<file path="src/rtl/muldiv_pkg.sv">
// Shared types and defaults for the iterative multiply/divide unit.
// Operation encoding matches the EX-stage decoder's 2-bit op field.
package muldiv_pkg;

    localparam int MD_WIDTH = 32;

    typedef enum logic [1:0] {
        MD_MULT  = 2'b00,
        MD_MULTU = 2'b01,
        MD_DIV   = 2'b10,
        MD_DIVU  = 2'b11
    } muldiv_op_t;

    typedef enum logic [1:0] {
        IDLE = 2'b00,
        RUN  = 2'b01,
        FIX  = 2'b10
    } md_state_t;

    function automatic logic op_is_signed(input muldiv_op_t op);
        return (op == MD_MULT) || (op == MD_DIV);
    endfunction

    function automatic logic op_is_div(input muldiv_op_t op);
        return (op == MD_DIV) || (op == MD_DIVU);
    endfunction

endpackage

</file>
<file path="src/rtl/muldiv_step.sv">
// One iteration of the unsigned multiply/divide datapath.
// Multiply: acc = {partial, multiplier}; Divide: acc = {remainder, dividend/quotient}.
module muldiv_step
    import muldiv_pkg::*;
#(
    parameter int WIDTH = MD_WIDTH
) (
    input  logic               is_div,
    input  logic [2*WIDTH-1:0] acc,
    input  logic [WIDTH-1:0]   operand,
    output logic [2*WIDTH-1:0] acc_next
);

    logic [WIDTH:0] sum;
    logic [WIDTH:0] rem_sh;
    logic [WIDTH:0] diff;

    always_comb begin
        sum      = {1'b0, acc[2*WIDTH-1:WIDTH]} + (acc[0] ? {1'b0, operand} : (WIDTH+1)'(0));
        rem_sh   = acc[2*WIDTH-1:WIDTH-1];
        diff     = rem_sh - {1'b0, operand};
        acc_next = {sum, acc[WIDTH-1:1]};
        if (is_div) begin
            // Remainder is always below the divisor, so the top bit of diff is a clean borrow flag.
            if (!diff[WIDTH]) begin
                acc_next = {diff[WIDTH-1:0], acc[WIDTH-2:0], 1'b1};
            end else begin
                acc_next = {rem_sh[WIDTH-1:0], acc[WIDTH-2:0], 1'b0};
            end
        end
    end

endmodule

</file>
<file path="src/rtl/muldiv_ctrl.sv">
// Iterative MULT/MULTU/DIV/DIVU unit owning the architectural HI/LO registers.
// Operands are reduced to magnitudes at issue; signs are restored in the FIX cycle.
module muldiv_ctrl
    import muldiv_pkg::*;
#(
    parameter int WIDTH = MD_WIDTH
) (
    input  logic             clk,
    input  logic             reset_n,
    input  logic             start,
    input  logic [1:0]       op,
    input  logic [WIDTH-1:0] srca,
    input  logic [WIDTH-1:0] srcb,
    input  logic             mfhi,
    input  logic             mflo,
    input  logic             mthi,
    input  logic             mtlo,
    output logic [WIDTH-1:0] hi,
    output logic [WIDTH-1:0] lo,
    output logic             busy,
    output logic             stall
);

    localparam int CNT_W = $clog2(WIDTH);
    localparam logic [CNT_W-1:0] LAST = CNT_W'(WIDTH - 1);

    function automatic logic [WIDTH-1:0] neg_if(input logic neg, input logic [WIDTH-1:0] x);
        return neg ? (~x + WIDTH'(1)) : x;
    endfunction

    function automatic logic [2*WIDTH-1:0] neg_wide_if(input logic neg, input logic [2*WIDTH-1:0] x);
        return neg ? (~x + (2*WIDTH)'(1)) : x;
    endfunction

    md_state_t          state, state_next;
    logic [CNT_W-1:0]   count;
    muldiv_op_t         op_in;
    logic               accept;
    logic               in_neg_a, in_neg_b;
    logic [WIDTH-1:0]   in_mag_a, in_mag_b;

    logic               div_q;
    logic               neg_a, neg_b;
    logic [WIDTH-1:0]   mag_a, mag_b;
    logic [2*WIDTH-1:0] acc, acc_next;
    logic [WIDTH-1:0]   step_operand;

    logic [2*WIDTH-1:0] prod;
    logic [WIDTH-1:0]   res_hi, res_lo;

    assign op_in    = muldiv_op_t'(op);
    assign accept   = (state == IDLE) && start;
    assign in_neg_a = op_is_signed(op_in) && srca[WIDTH-1];
    assign in_neg_b = op_is_signed(op_in) && srcb[WIDTH-1];
    assign in_mag_a = neg_if(in_neg_a, srca);
    assign in_mag_b = neg_if(in_neg_b, srcb);

    // Multiply steps add the multiplicand; divide steps subtract the divisor.
    assign step_operand = div_q ? mag_b : mag_a;

    muldiv_step #(.WIDTH(WIDTH)) u_step (
        .is_div   (div_q),
        .acc      (acc),
        .operand  (step_operand),
        .acc_next (acc_next)
    );

    always_ff @(posedge clk or negedge reset_n) begin
        if (!reset_n) begin
            state <= IDLE;
        end else begin
            state <= state_next;
        end
    end

    always_comb begin
        state_next = state;
        case (state)
            IDLE:    if (start) state_next = RUN;
            RUN:     if (count == LAST) state_next = FIX;
            FIX:     state_next = IDLE;
            default: state_next = IDLE;
        endcase
    end

    always_comb begin
        busy  = (state != IDLE);
        stall = busy && (start || mfhi || mflo || mthi || mtlo);
    end

    always_ff @(posedge clk or negedge reset_n) begin
        if (!reset_n) begin
            count <= '0;
        end else if (accept) begin
            count <= '0;
        end else if (state == RUN) begin
            count <= count + 1'b1;
        end
    end

    always_ff @(posedge clk) begin
        if (accept) begin
            div_q <= op_is_div(op_in);
            neg_a <= in_neg_a;
            neg_b <= in_neg_b;
            mag_a <= in_mag_a;
            mag_b <= in_mag_b;
            acc   <= op_is_div(op_in) ? {WIDTH'(0), in_mag_a} : {WIDTH'(0), in_mag_b};
        end else if (state == RUN) begin
            acc <= acc_next;
        end
    end

    // Sign restoration: product and quotient follow the operand-sign XOR, remainder follows the dividend.
    always_comb begin
        prod   = neg_wide_if(neg_a ^ neg_b, acc);
        res_hi = prod[2*WIDTH-1:WIDTH];
        res_lo = prod[WIDTH-1:0];
        if (div_q) begin
            if (mag_b == '0) begin
                res_hi = neg_if(neg_a, mag_a);
                res_lo = '1;
            end else begin
                res_hi = neg_if(neg_a, acc[2*WIDTH-1:WIDTH]);
                res_lo = neg_if(neg_a ^ neg_b, acc[WIDTH-1:0]);
            end
        end
    end

    always_ff @(posedge clk or negedge reset_n) begin
        if (!reset_n) begin
            hi <= '0;
            lo <= '0;
        end else if (state == FIX) begin
            hi <= res_hi;
            lo <= res_lo;
        end else if (state == IDLE && !start) begin
            if (mthi) hi <= srca;
            if (mtlo) lo <= srca;
        end
    end

endmodule

</file>
<file path="config.mk">
export PLATFORM = sky130hd
export DESIGN_NAME = muldiv_ctrl
export DESIGN_NICKNAME = d
export VERILOG_FILES = /design/src/rtl/muldiv_pkg.sv /design/src/rtl/muldiv_step.sv /design/src/rtl/muldiv_ctrl.sv
export SDC_FILE = /design/constraint.sdc
export NUM_CORES = 1
export LEC_CHECK = 0
export CELL_PAD_IN_SITES_DETAIL_PLACEMENT = 0
export CELL_PAD_IN_SITES_GLOBAL_PLACEMENT = 1
export CORE_MARGIN = 2
export CORE_UTILIZATION = 35
export CTS_BUF_LIST = sky130_fd_sc_hd__clkbuf_4 sky130_fd_sc_hd__clkbuf_8
export CTS_CLUSTER_SIZE = 24
export DETAILED_ROUTE_END_ITERATION = 7
export GPL_ROUTABILITY_DRIVEN = 0
export GPL_TIMING_DRIVEN = 0
export PLACE_DENSITY_LB_ADDON = 0.1
export SKIP_CTS_REPAIR_TIMING = 1
export SLEW_MARGIN = 20
export SYNTH_ARGS = -nofsm -noshare
export SYNTH_HDL_FRONTEND = slang
export SYNTH_SLANG_ARGS = --single-unit
export TNS_END_PERCENT = 5
</file>
<file path="constraint.sdc">
create_clock -name clk -period 6.8 [get_ports clk]
set_clock_uncertainty 0.05 [all_clocks]
set_input_delay 1.36 -clock clk [delete_from_list [all_inputs] [get_ports clk]]
set_output_delay 1.36 -clock clk [all_outputs]
set_load 0.03 [all_outputs]
</file>
==> summary.md <==
| Metric | Value |
|---|---|
| Nature of the critical path endpoint | `flop` |
| Routed Wire Length | `75400 um` |
| CTS buffer count | `41` |
| DIE WIDTH | `225 um` |
| Hold crit path type | `reg2reg` |
| Die Ht | `about 220 um` |
| DR WL/cell | `between 20 and 30 um` |
| Synth-to-Final Area Change | `18.5%` |
| Setup Viol. Count Final | `0` |
| Clk pin slew, worst setup/hold paths | `around 0.060 ns` |
| Post-Syn Area | `around 0.017 sq mm` |
| WP data required | `just over 7 ns` |
| CP max stage delay | `~0.77 ns` |
| #FFs+latches synth | `between 200 and 250` |
| Reg2Reg Launch Point | `div_q$_DFFE_PP_` |
| Gr usage total | `between 20 and 30%` |
| Crit-path max FO | `10` |
| Number of global-route vias before repair | `approximately 16000` |
| Final net count | `between 2000 and 2500` |
| CTS max path bufs | `3` |
| CP arrival | `6.79 ns` |
| IO Count | `~140` |
| Period minus WS final | `around 6.5 ns` |
| Layout filler cell count | `4994` |
| Clock root buffer | `clkbuf_8` |
| Mean Syn Cell Area | `around 8.5 sq um` |
| Largest net degree at the start of global routing | `43` |
| IO buf count | `around 140` |
| Remaining DRCs | `0` |
| Final worst slack | `between 0.2 and 0.3 ns` |
| Clock sink count | `202` |
| Post-route antenna net violation count | `0` |
| Yosys warning count | `0` |
| Worst slack, placed | `-0.135 ns` |
| Pre-antenna DRT Iters | `5` |
| Worst Hold Endpoint | `lo[30]$_DFFE_PN0P_` |
| Worst-skew pair later-pin latency | `about 0.64 ns` |
| Max Slew Vio Count | `0` |
| Placed insts | `about 2700` |
| Leak | `slightly below 8 nW` |
| Final core occ | `a little over two fifths` |
| Distinct cells, synth | `between 70 and 80` |
| Worst slew margin | `between 20% and 30%` |
| Async S/R FF share, synth | `a little over a third` |
| Max Cap Viol | `0` |
| Power density cells | `452 mW/mm^2` |
| Die ar. | `~0.05 sq mm` |
| Dominant synthesized flop cell | `edfxtp_1` |
| Final Cycle Share | `a little over nine tenths` |
| Crit Path Category | `reg2reg` |
| Vias/cell | `between 5 and 6` |
| R2r setup slk | `0.29 ns` |
| Hold depth | `2` |
| Share of post-route cells with drive strength above 1 | `around 6.0%` |
| VDD IR max | `roughly 160 uV` |
| Initial Util | `around 36%` |
| Initial antenna violation count | `0` |
| Terminus of the critical flop-to-flop path | `acc[0]$_DFFE_PP_` |
| Tightest Pin Transition | `roughly 1.2 ns` |
| Mapped Nets | `2138` |
| Number of DRC markers in iteration 0 | `around 2000` |
| Outcome | `completed` |
| Overall Power | `~9.1 mW` |
| Post-synthesis sequential area ratio | `roughly a third` |
| Worst-path cell chain | `clkbuf_1 -> clkbuf_2 -> clkdlybuf4s15_1 -> mux2i_1 -> ha_1 -> nor2_1 -> a21oi_1 -> o21bai_1 -> a21boi_1 -> a2111oi_4 -> o21a_1 -> o311ai_1 -> buf_2 -> buf_2 -> nor2_1 -> a211oi_1 -> a21oi_1` |
| Syn Inst Count | `1992` |
| Highest Clock Rate | `~0.15 GHz` |
| HPWL after DPL | `59400 um` |
| Routed vias | `16934` |
| Endpoints failing hold | `0` |
| Critical path origin | `div_q$_DFFE_PP_` |
| Global route overflow | `0` |
| Worst R2R Path Depth | `17` |
| Worst path slowest cell | `clkdlybuf4s15_1` |
| Num rows | `80` |
| Hold path start | `lo[30]$_DFFE_PN0P_` |
| Core Region | `0.0478 sq mm` |
| Fin cells | `around 2800` |
| H-tree level count | `2` |
| EDFF count, synth | `between 100 and 150` |
| CP Launch Type | `flop` |
| CTS tree | `done` |
| First-pass GRT wire length | `between 100000 and 150000 um` |
Yosys cell counts, types with 5 or more instances:
library cell / n / area share (%)
nand2_1: 177 / 3.9
a21o_1: 36 / 1.6
nor3b_1: 5 / 0.22
a211oi_1: 42 / 1.9
nor2_1: 183 / 4.0
o21ai_1: 5 / 0.15
ha_1: 71 / 5.2
nor4_1: 23 / 0.85
buf_1: 15 / 0.33
a22o_1: 5 / 0.26
or4_1: 19 / 0.84
and2_1: 9 / 0.33
nor3_1: 33 / 0.97
mux2_2: 14 / 0.93
and3_1: 14 / 0.51
nand3_1: 24 / 0.71
a222oi_1: 5 / 0.29
clkbuf_1: 97 / 2.1
xnor2_1: 131 / 6.7
xor2_1: 98 / 5.0
o21a_1: 9 / 0.40
edfxtp_1: 131 / 23
a221oi_1: 13 / 0.67
or3_1: 35 / 1.3
dfrtp_1: 71 / 10
a31oi_1: 14 / 0.51
buf_2: 7 / 0.21
a22oi_1: 6 / 0.26
o221ai_1: 6 / 0.31
a21oi_1: 169 / 5.0
o21ai_0: 169 / 5.0
or2_2: 10 / 0.37
inv_1: 38 / 0.84
o211a_1: 5 / 0.29
o22ai_1: 34 / 1.2
nand2b_1: 23 / 0.85
mux2i_1: 63 / 3.7
o211ai_1: 22 / 0.97
o41ai_1: 13 / 0.67
o31ai_1: 26 / 1.1
a2111oi_0: 5 / 0.26
nor2b_1: 36 / 1.3
nand4_1: 12 / 0.44
o21bai_1: 16 / 0.71
where the power goes:
part | leakage [nW] | internal [mW] | switching (mW)
logic | 5.10 | 2.10 | 3.11
clock network | 0.463 | 0.779 | 0.636
registers | 2.17 | 1.88 | 0.611
total | 7.74 | 4.76 | 4.36
logic make-up after synthesis:
logic type / after synthesis / synth area share (%)
adder cells (fa/ha/maj): 73 / 5.45
AO/OA/AOI/OAI: 627 / 23.1
flip-flops: 202 / 33.5
XOR/XNOR: 229 / 11.8
AND/OR/NAND/NOR: 623 / 17.7
buffers and inverters: 160 / 3.65
multiplexers: 78 / 4.76
critical path, delay by kind of cell (launching register included):
family / cells / cell delay (ns)
simple gates: 2 / 0.22
fa+ha+maj: 1 / 0.31
flops: 1 / 0.32
buf+inv: 5 / 2.64
compound gates: 8 / 2.22
mux: 1 / 0.42
metal layers:
metal	wire length (um)	track usage (%)	up-vias
li1	-	-	7743
met5	0	0	-
met4	2270	8.97	0
met3	7020	6.39	104
met1	33800	42.6	8333
met2	32200	43.9	754
cell usage in the layout, fill, tap and decap left out, drive strengths merged, types with 16 or more instances in the layout:
master,netlist,final
nor2,183,183
nand2,177,177
o21ai,174,174
a21oi,169,169
clkbuf,97,167
clkdlybuf4s50,0,137
edfxtp,131,131
xnor2,131,131
xor2,98,98
ha,71,71
dfrtp,71,71
mux2i,63,63
a211oi,42,42
inv,38,38
nor2b,36,36
a21o,36,36
or3,35,35
o22ai,34,34
nor3,34,34
o31ai,27,27
nor4,25,25
nand3,24,24
buf,24,24
nand2b,23,23
o211ai,22,22
or4,21,21
o21bai,16,16
cell type report:
class / count / area [sq um] / share of cell area, %
multi-input combinational: 1630 / 10700 / 53.1
sequential: 202 / 5710 / 28.3
timing repair buffer: 142 / 1460 / 7.23
clock buffer: 66 / 796 / 3.94
tap: 615 / 769 / 3.81
buffer: 121 / 490 / 2.43
inverter: 39 / 149 / 0.738
clock inverter: 10 / 76.3 / 0.378
antenna: 1 / 2.50 / 0.0124
per-stage QoR:
stage                     setup TNS, ns  instance area (sq um)  hold WS (ns)
after global routing           -0.00541                  20200         0.448
after detailed placement         -0.342                  19300         0.424
final                                 0                  20200         0.432
after CTS                        -0.629                  20100         0.437
after floorplan                       0                  17000         0.430
after global placement           -52.69                  19200         0.423
worst max-delay path by stage:
stage                            end
6_report            acc[0]$_DFFE_PP_
4_1_cts             acc[0]$_DFFE_PP_
2_1_floorplan        div_q$_DFFE_PP_
3_5_place_dp   acc[62]$_SDFFCE_PP0P_
3_3_place_gp   acc[52]$_SDFFCE_PP0P_
5_1_grt        acc[62]$_SDFFCE_PP0P_
flip-flops by register name, indices dropped and copies added, names as in the netlist:
| register | flops |
|---|---|
| acc | 64 |
| count | 5 |
| div_q | 1 |
| hi | 32 |
| lo | 32 |
| mag_a | 32 |
| mag_b | 32 |
| neg_a | 1 |
| neg_b | 1 |
| state | 2 |
Power figures use the tool's default switching activity.
